==> src/rtl/bit_index_scanner_if.sv <==
// Handshake bundle between a bit-mask source, the scanner and an index sink.
// The slave side is the scanner; the master side drives words in and takes beats out.
interface bit_index_scanner_if #(
   parameter int WIDTH = 8
);
   localparam int IDXW = $clog2(WIDTH);

   logic             vld_src;
   logic [WIDTH-1:0] data_in;
   logic             mode_all;
   logic             rdy_src;
   logic [IDXW-1:0]  index;
   logic             last;
   logic             zero;
   logic             vld_sink;
   logic             rdy_sink;

   modport master (
      output vld_src, data_in, mode_all, rdy_sink,
      input  rdy_src, index, last, zero, vld_sink
   );

   modport slave (
      input  vld_src, data_in, mode_all, rdy_sink,
      output rdy_src, index, last, zero, vld_sink
   );
endinterface

==> src/rtl/bit_index_scanner.sv <==
// Captures one WIDTH-bit mask and emits the indices of its set bits, one per
// sink handshake, either the first set bit only or every set bit in scan order.
//
// state | meaning
// IDLE  | ready for a new word, no beat offered
// SCAN  | offering the priority-encoded index of the remaining mask
module bit_index_scanner #(
   parameter int WIDTH     = 8,
   parameter bit MSB_FIRST = 1'b1
) (
   input  logic                 clk,
   input  logic                 rst,
   bit_index_scanner_if.slave   bus
);
   localparam int IDXW = $clog2(WIDTH);

   typedef enum logic {IDLE, SCAN} state_t;

   state_t           state;
   logic [WIDTH-1:0] rem;
   logic             mode_ff;

   logic [IDXW-1:0]  enc;
   logic             rem_zero;
   logic             rem_one;
   logic             last_c;
   logic             scan;

   // Later hits overwrite earlier ones, so the loop direction picks the priority.
   always_comb begin
      enc = '0;
      if (MSB_FIRST) begin
         for (int i = 0; i < WIDTH; i++) begin
            if (rem[i]) enc = IDXW'(i);
         end
      end else begin
         for (int i = WIDTH - 1; i >= 0; i--) begin
            if (rem[i]) enc = IDXW'(i);
         end
      end
   end

   assign rem_zero = (rem == '0);
   assign rem_one  = ~rem_zero && ((rem & (rem - WIDTH'(1))) == '0);
   assign last_c   = rem_zero | ~mode_ff | rem_one;
   assign scan     = (state == SCAN);

   assign bus.rdy_src  = (state == IDLE) & ~rst;
   assign bus.vld_sink = scan;
   assign bus.index    = scan ? enc : '0;
   assign bus.last     = scan & last_c;
   assign bus.zero     = scan & rem_zero;

   always_ff @(posedge clk or posedge rst) begin
      if (rst) begin
         state   <= IDLE;
         rem     <= '0;
         mode_ff <= 1'b0;
      end else begin
         case (state)
            IDLE: begin
               if (bus.vld_src) begin
                  rem     <= bus.data_in;
                  mode_ff <= bus.mode_all;
                  state   <= SCAN;
               end
            end
            SCAN: begin
               if (bus.rdy_sink) begin
                  if (last_c) begin
                     rem   <= '0;
                     state <= IDLE;
                  end else begin
                     rem <= rem & ~(WIDTH'(1) << enc);
                  end
               end
            end
            default: state <= IDLE;
         endcase
      end
   end
endmodule

==> src/flat_wrapper.sv <==
// flat-port wrapper written by rule: the top's interface ports become plain ports
module bit_index_scanner_flat 
#(
   parameter int WIDTH     = 8,
   parameter bit MSB_FIRST = 1'b1
)
  (clk, rst, bus_vld_src, bus_data_in, bus_mode_all, bus_rdy_sink, bus_rdy_src, bus_index, bus_last, bus_zero, bus_vld_sink);
  bit_index_scanner_if #(.WIDTH(WIDTH)) bus_i ();
  input  logic clk;
  input  logic rst;
  input wire logic [$bits(bus_i.vld_src)-1:0] bus_vld_src;
  input wire logic [$bits(bus_i.data_in)-1:0] bus_data_in;
  input wire logic [$bits(bus_i.mode_all)-1:0] bus_mode_all;
  input wire logic [$bits(bus_i.rdy_sink)-1:0] bus_rdy_sink;
  output wire logic [$bits(bus_i.rdy_src)-1:0] bus_rdy_src;
  output wire logic [$bits(bus_i.index)-1:0] bus_index;
  output wire logic [$bits(bus_i.last)-1:0] bus_last;
  output wire logic [$bits(bus_i.zero)-1:0] bus_zero;
  output wire logic [$bits(bus_i.vld_sink)-1:0] bus_vld_sink;
  assign bus_i.vld_src = bus_vld_src;
  assign bus_i.data_in = bus_data_in;
  assign bus_i.mode_all = bus_mode_all;
  assign bus_i.rdy_sink = bus_rdy_sink;
  assign bus_rdy_src = bus_i.rdy_src;
  assign bus_index = bus_i.index;
  assign bus_last = bus_i.last;
  assign bus_zero = bus_i.zero;
  assign bus_vld_sink = bus_i.vld_sink;
  bit_index_scanner #(.WIDTH(WIDTH), .MSB_FIRST(MSB_FIRST)) u_core (.clk(clk), .rst(rst), .bus(bus_i));
endmodule
==> config.mk <==
export PLATFORM = sky130hd
export DESIGN_NAME = bit_index_scanner_flat
export DESIGN_NICKNAME = d
export VERILOG_FILES = /design/src/rtl/bit_index_scanner_if.sv /design/src/rtl/bit_index_scanner.sv /design/src/flat_wrapper.sv
export SDC_FILE = /design/constraint.sdc
export NUM_CORES = 1
export LEC_CHECK = 0
export CORE_AREA = 4 4 43 45
export CTS_BUF_LIST = sky130_fd_sc_hd__clkbuf_8 sky130_fd_sc_hd__clkbuf_16
export CTS_CLUSTER_DIAMETER = 80
export DETAILED_ROUTE_END_ITERATION = 6
export DIE_AREA = 0 0 47 49
export PLACE_DENSITY_LB_ADDON = 0.1
export SLEW_MARGIN = 40
export SYNTH_ARGS = -nofsm -noshare
export SYNTH_HDL_FRONTEND = slang
export SYNTH_SLANG_ARGS = --single-unit
==> constraint.sdc <==
create_clock -name clk -period 4.43 [get_ports clk]
set_clock_uncertainty 0.1 [all_clocks]
set_input_delay 1.329 -clock clk [delete_from_list [all_inputs] [get_ports clk]]
set_output_delay 1.329 -clock clk [all_outputs]
set_load 0.03 [all_outputs]
==> results of run 1 <==
metal layers:
metal	share of wire	GRT usage
met3	0.061	0.0443
met4	0.0048	0.0507
met2	0.48	0.240
met5	0	0
met1	0.46	0.218
report_power, final:
part / internal (uW) / leakage, uW / switching, uW
clock: 78.1 / 0.0000288 / 35.1
sequential: 130 / 0.000127 / 85.0
combinational: 189 / 0.000194 / 248
per-stage QoR:
step | hold WS, ps | setup slack [ps] | utilization | cell area (um^2)
2_1_floorplan | 446 | 1270 | - | 664
3_3_place_gp | 481 | 497 | 0.584 | 860
3_5_place_dp | 498 | 492 | 0.584 | 860
4_1_cts | 509 | 491 | 0.622 | 915
5_1_grt | 555 | 455 | 0.622 | 915
6_report | 513 | 498 | 0.622 | 915
synthesized netlist by cell type, types with 2 or more instances:
library cell | number | area share
a22oi_2 | 2 | 0.038
a22oi_1 | 5 | 0.057
inv_1 | 2 | 0.011
o21ai_0 | 3 | 0.023
nand2_1 | 8 | 0.045
buf_2 | 3 | 0.023
dfrtp_1 | 10 | 0.38
nor2_1 | 6 | 0.034
o21ai_1 | 6 | 0.045
a21oi_1 | 2 | 0.015
and2_1 | 2 | 0.019
nand3_1 | 2 | 0.015
a21boi_0 | 2 | 0.023
nor2b_1 | 2 | 0.019
area by class of cell:
| class | count | area, um^2 | share of cell area |
|---|---|---|---|
| Tap cell | 16 | 20.0 | 0.0219 |
| Multi-Input combinational cell | 57 | 392 | 0.428 |
| Clock buffer | 4 | 55.1 | 0.0602 |
| Inverter | 2 | 7.51 | 0.00821 |
| Sequential cell | 10 | 250 | 0.274 |
| Timing Repair Buffer | 19 | 190 | 0.208 |
sequential cells by signal, indices dropped and copies added (netlist names):
name and count:
u_core.mode_ff 1, u_core.rem 8, u_core.bus.vld_sink 1
worst max-delay path, cell delays in order:
cell,delay [ps]
clkdlybuf4s50_1,410
nor2_1,80
clkdlybuf4s50_1,670
logic make-up after synthesis:
kind of cell,Yosys count
multiplexers,2
AND/OR/NAND/NOR,23
flip-flops,10
buffers and inverters,5
AO/OA/AOI/OAI,32
worst paths after layout:
check                           slack [ps]  depth (start not counted)       endpoint                start
min in group asynchronous             1310                          2  u_core.rem[0]                  rst
worst min-delay path                   510                          2  u_core.rem[6]        u_core.rem[6]
worst max register to register        2520                          4  u_core.rem[5]  u_core.bus.vld_sink
max in group asynchronous             2630                          2  u_core.rem[6]                  rst
worst max-delay path                   500                          3    bus_rdy_src                  rst
worst min register to register         510                          2  u_core.rem[6]        u_core.rem[6]
==> results.sh, run 1 <==
export IMPL_outcome="finished, final reports clean"
export IMPL_synth_compound_area_frac=0.392
export IMPL_ant_nets=0
export IMPL_yosys_warnings=0
export IMPL_synthMuxAreaShare=0.0320
export IMPL_syn_area_um2=664
export IMPL_placed_cells=104
export IMPL_vias=614
export IMPL_grt_pass1_vias=598
export IMPL_gp_congestion=0.789
export IMPL_synth_flop_cell="dfrtp_1"
export IMPL_cts_root_buffer="clkbuf_8"
export IMPL_grt_setup_unrepaired="no"
export IMPL_insertion_delay_ps=230
export IMPL_postSynth_asyncResetShare=1.00
export IMPL_cts_hold_buf=0
export IMPL_fp_dieArea_um2=2300
export IMPL_synth_cell_types=31
export IMPL_core_um2=1470
export IMPL_required_ps=3000
export IMPL_numCtsBuffers=3
export IMPL_synthXorXnorAreaFrac=0
export IMPL_ios=20
export IMPL_grt_max_degree=16
export IMPL_io_buffers=19
export IMPL_fmax_ghz=0.254
export IMPL_grt_overflow_total=0
export IMPL_hold_viol=0
export IMPL_cp_max_fo=2
export IMPL_rows=14
export IMPL_clkSlewWorstSetupHoldPaths_ps=50
export IMPL_antenna_found_initial=0
export IMPL_vias_per_cell=5.69
export IMPL_synth_edf_count=0
export IMPL_setup_viol=0
export IMPL_slew_viol_final=0
export IMPL_num_fill_cells=137
export IMPL_cts_sink_count=10
export IMPL_synth_avg_cell_area_um2=9.23
export IMPL_grt_pass1_wl_um=2720
export IMPL_syn_nets=85
export IMPL_total_leakage_power_uw=0.000350
export IMPL_ir_worst_vdd_mv=0.409
export IMPL_cts_max_path_buffers=2
export IMPL_cap_violations=0
export IMPL_wire_per_inst_um=15.3
export IMPL_post_route_drc_count=0
export IMPL_die_x_um=47
export IMPL_dp_hpwl_um=1160
export IMPL_dr_pass1_iters=3
export IMPL_period_needed_ps=3930
export IMPL_final_cell_mix="19 x clkdlybuf4s50_1, 10 x dfrtp_1, 8 x nand2_1, 6 x nor2_1, 6 x o21ai_1"
export IMPL_wl_um=1650
export IMPL_cp_arrival_ps=2500
export IMPL_fin_crit_sh=0.887
export IMPL_start_util=0.452
export IMPL_cts_repair_resized=0
export IMPL_syn2layout_area_growth_pct=37.7
export IMPL_min_path_type="reg -> reg"
export IMPL_diodes=0
export IMPL_critPathKind="in -> out"
export IMPL_synth_fa_ha_area_frac=0
export IMPL_grt_util_all_layers=0.160
export IMPL_power_total_uw=766
export IMPL_die_height_um=49
export IMPL_worstMarginPinSlew_ps=709
export IMPL_cts_tree="done"
export IMPL_endpoint_kind="primary output"
export IMPL_synth_seq_cells=10
export IMPL_slew_headroom=0.526
export IMPL_htreeDepth=1
export IMPL_critPathLaunchType="input port"
export IMPL_synth_cells=72
export IMPL_drt_iter0_markers=16
export IMPL_final_cells=108
export IMPL_seq_area_frac_synth=0.377
export IMPL_synthSimpleGateAreaFrac=0.166
export IMPL_finalSetupTns_ps=0
export IMPL_nets=106
export IMPL_final_common_cell="clkdlybuf4s50_1"
export IMPL_drive_above_1_share=0.141
export IMPL_synth_top_family_by_area="compound AO/OA/AOI/OAI gates"
export IMPL_post_cts_buffers=0
export IMPL_p_per_area_nw_per_um2=837
No activity file was read; power rests on OpenSTA's default activity.
==> run 2, diff against run 1 <==
--- a/config.mk
+++ b/config.mk
@@ -5,11 +5,12 @@
 export SDC_FILE = /design/constraint.sdc
 export NUM_CORES = 1
 export LEC_CHECK = 0
-export CORE_AREA = 4 4 43 45
+export CORE_AREA = 4 4 41 43
 export CTS_BUF_LIST = sky130_fd_sc_hd__clkbuf_8 sky130_fd_sc_hd__clkbuf_16
 export CTS_CLUSTER_DIAMETER = 80
 export DETAILED_ROUTE_END_ITERATION = 6
-export DIE_AREA = 0 0 47 49
+export DIE_AREA = 0 0 45 47
+export DONT_BUFFER_PORTS = 1
 export PLACE_DENSITY_LB_ADDON = 0.1
 export SLEW_MARGIN = 40
 export SYNTH_ARGS = -nofsm -noshare
==> results.sh, run 2 (synthesis gave the netlist of run 1 again) <==
export IMPL_post_cts_buffers=0
export IMPL_cpPeakStageDelay_ps=410
export IMPL_nets=88
export IMPL_ant_nets=0
export IMPL_grt_max_degree=16
export IMPL_endpoint_kind="primary output"
export IMPL_cts_tree="done"
export IMPL_cts_repair_resized=0
export IMPL_start_util=0.511
export IMPL_wire_per_inst_um=16.8
export IMPL_outcome="finished, final reports clean"
export IMPL_critPathKind="in -> out"
export IMPL_syn2layout_area_growth_pct=9.98
export IMPL_insertion_delay_ps=240
export IMPL_required_ps=3000
export IMPL_setup_viol=0
export IMPL_num_fill_cells=127
export IMPL_final_common_cell="dfrtp_1"
export IMPL_grt_setup_unrepaired="no"
export IMPL_diodes=0
export IMPL_grt_util_all_layers=0.171
export IMPL_worstMarginPinSlew_ps=686
export IMPL_io_buffers=0
export IMPL_cp_buffers_inverters=0
export IMPL_drt_iter0_markers=17
export IMPL_vias_per_cell=6.13
export IMPL_cp_slowest_cell="nor2_1"
export IMPL_antenna_found_initial=0
export IMPL_final_cells=89
export IMPL_core_um2=1300
export IMPL_min_path_type="reg -> reg"
export IMPL_dp_hpwl_um=1120
export IMPL_htreeDepth=1
export IMPL_placed_cells=85
export IMPL_slew_headroom=0.542
export IMPL_cts_root_buffer="clkbuf_8"
export IMPL_fp_dieArea_um2=2120
export IMPL_fmax_ghz=0.315
export IMPL_cts_hold_buf=0
export IMPL_grt_pass1_wl_um=2440
export IMPL_cap_violations=0
export IMPL_dr_pass1_iters=4
export IMPL_critPathLaunchType="input port"
export IMPL_hold_viol=0
export IMPL_slew_viol_final=0
export IMPL_p_per_area_nw_per_um2=934
export IMPL_vias=546
export IMPL_largest_register_ffs=8
export IMPL_numCtsBuffers=3
export IMPL_grt_overflow_total=0
export IMPL_post_route_drc_count=0
export IMPL_period_needed_ps=3170
export IMPL_fin_crit_sh=0.716
export IMPL_rows=13
export IMPL_grt_pass1_vias=549
export IMPL_cp_max_fo=2
export IMPL_cp_arrival_ps=1740
export IMPL_cts_max_path_buffers=2
export IMPL_finalSetupTns_ps=0
export IMPL_critPathTopFamily="simple AND/OR/NAND/NOR gates"
export IMPL_total_leakage_power_uw=0.000282
export IMPL_final_cell_mix="10 x dfrtp_1, 8 x nand2_1, 6 x nor2_1, 6 x o21ai_1, 5 x a22oi_1"
export IMPL_cp_cell_sequence="nor2_1"
export IMPL_clkSlewWorstSetupHoldPaths_ps=50
export IMPL_gp_congestion=0.797
export IMPL_regMostFlops="u_core.rem"
export IMPL_ios=20
export IMPL_wl_um=1490
export IMPL_die_x_um=45
export IMPL_ir_worst_vdd_mv=0.375
export IMPL_drive_above_1_share=0.189
export IMPL_cts_sink_count=10
export IMPL_die_height_um=47
-- run 2: path summary, 6_finish.rpt --
| check | slack [ps] | start | to | cells past startpoint |
|---|---|---|---|---|
| max | 1260 | rst | bus_rdy_src | 1 |
| min reg2reg | 510 | u_core.rem[6] | u_core.rem[6] | 2 |
| max reg2reg | 2610 | u_core.bus.vld_sink | u_core.rem[5] | 5 |
| max in group asynchronous | 3080 | rst | u_core.rem[4] | 1 |
| min in group asynchronous | 860 | rst | u_core.rem[3] | 1 |
| min | 510 | u_core.rem[6] | u_core.rem[6] | 2 |
-- run 2: where the power goes --
part           leakage (uW)  internal, uW  switching (uW)  total, uW
clock network     0.0000288          78.3            38.0        116
logic              0.000126           120             250        371
registers          0.000127           131            65.1        196
total              0.000282           329             353        682
-- run 2: layout make-up --
type                    instances  area [um^2]  area share
multi-input cells              57          392       0.536
repair buffers                  1         7.51      0.0103
clock buffers                   4         55.1      0.0753
flip-flops and latches         10          250       0.342
inverters                       2         7.51      0.0103
well taps                      15         18.8      0.0257
-- run 2: stage by stage --
| stage | instance area (um^2) | utilization | worst slack (ps) | power, uW | hold WS (ps) |
|---|---|---|---|---|---|
| 6_report | 731 | 0.562 | 1260 | 682 | 511 |
| 3_3_place_gp | 676 | 0.519 | 1250 | 565 | 484 |
| 3_5_place_dp | 676 | 0.519 | 1250 | 570 | 497 |
| 4_1_cts | 731 | 0.562 | 1250 | 689 | 513 |
| 2_1_floorplan | 664 | - | 1270 | 511 | 446 |
| 5_1_grt | 731 | 0.562 | 1220 | 737 | 565 |
-- run 2: per-layer routing --
layer,global-route usage,routed length (um),vias to the layer above
met4,0.123,28,0
met2,0.254,662,17
met3,0.0575,87,4
met5,0,0,-
met1,0.207,712,253
li1,-,-,272
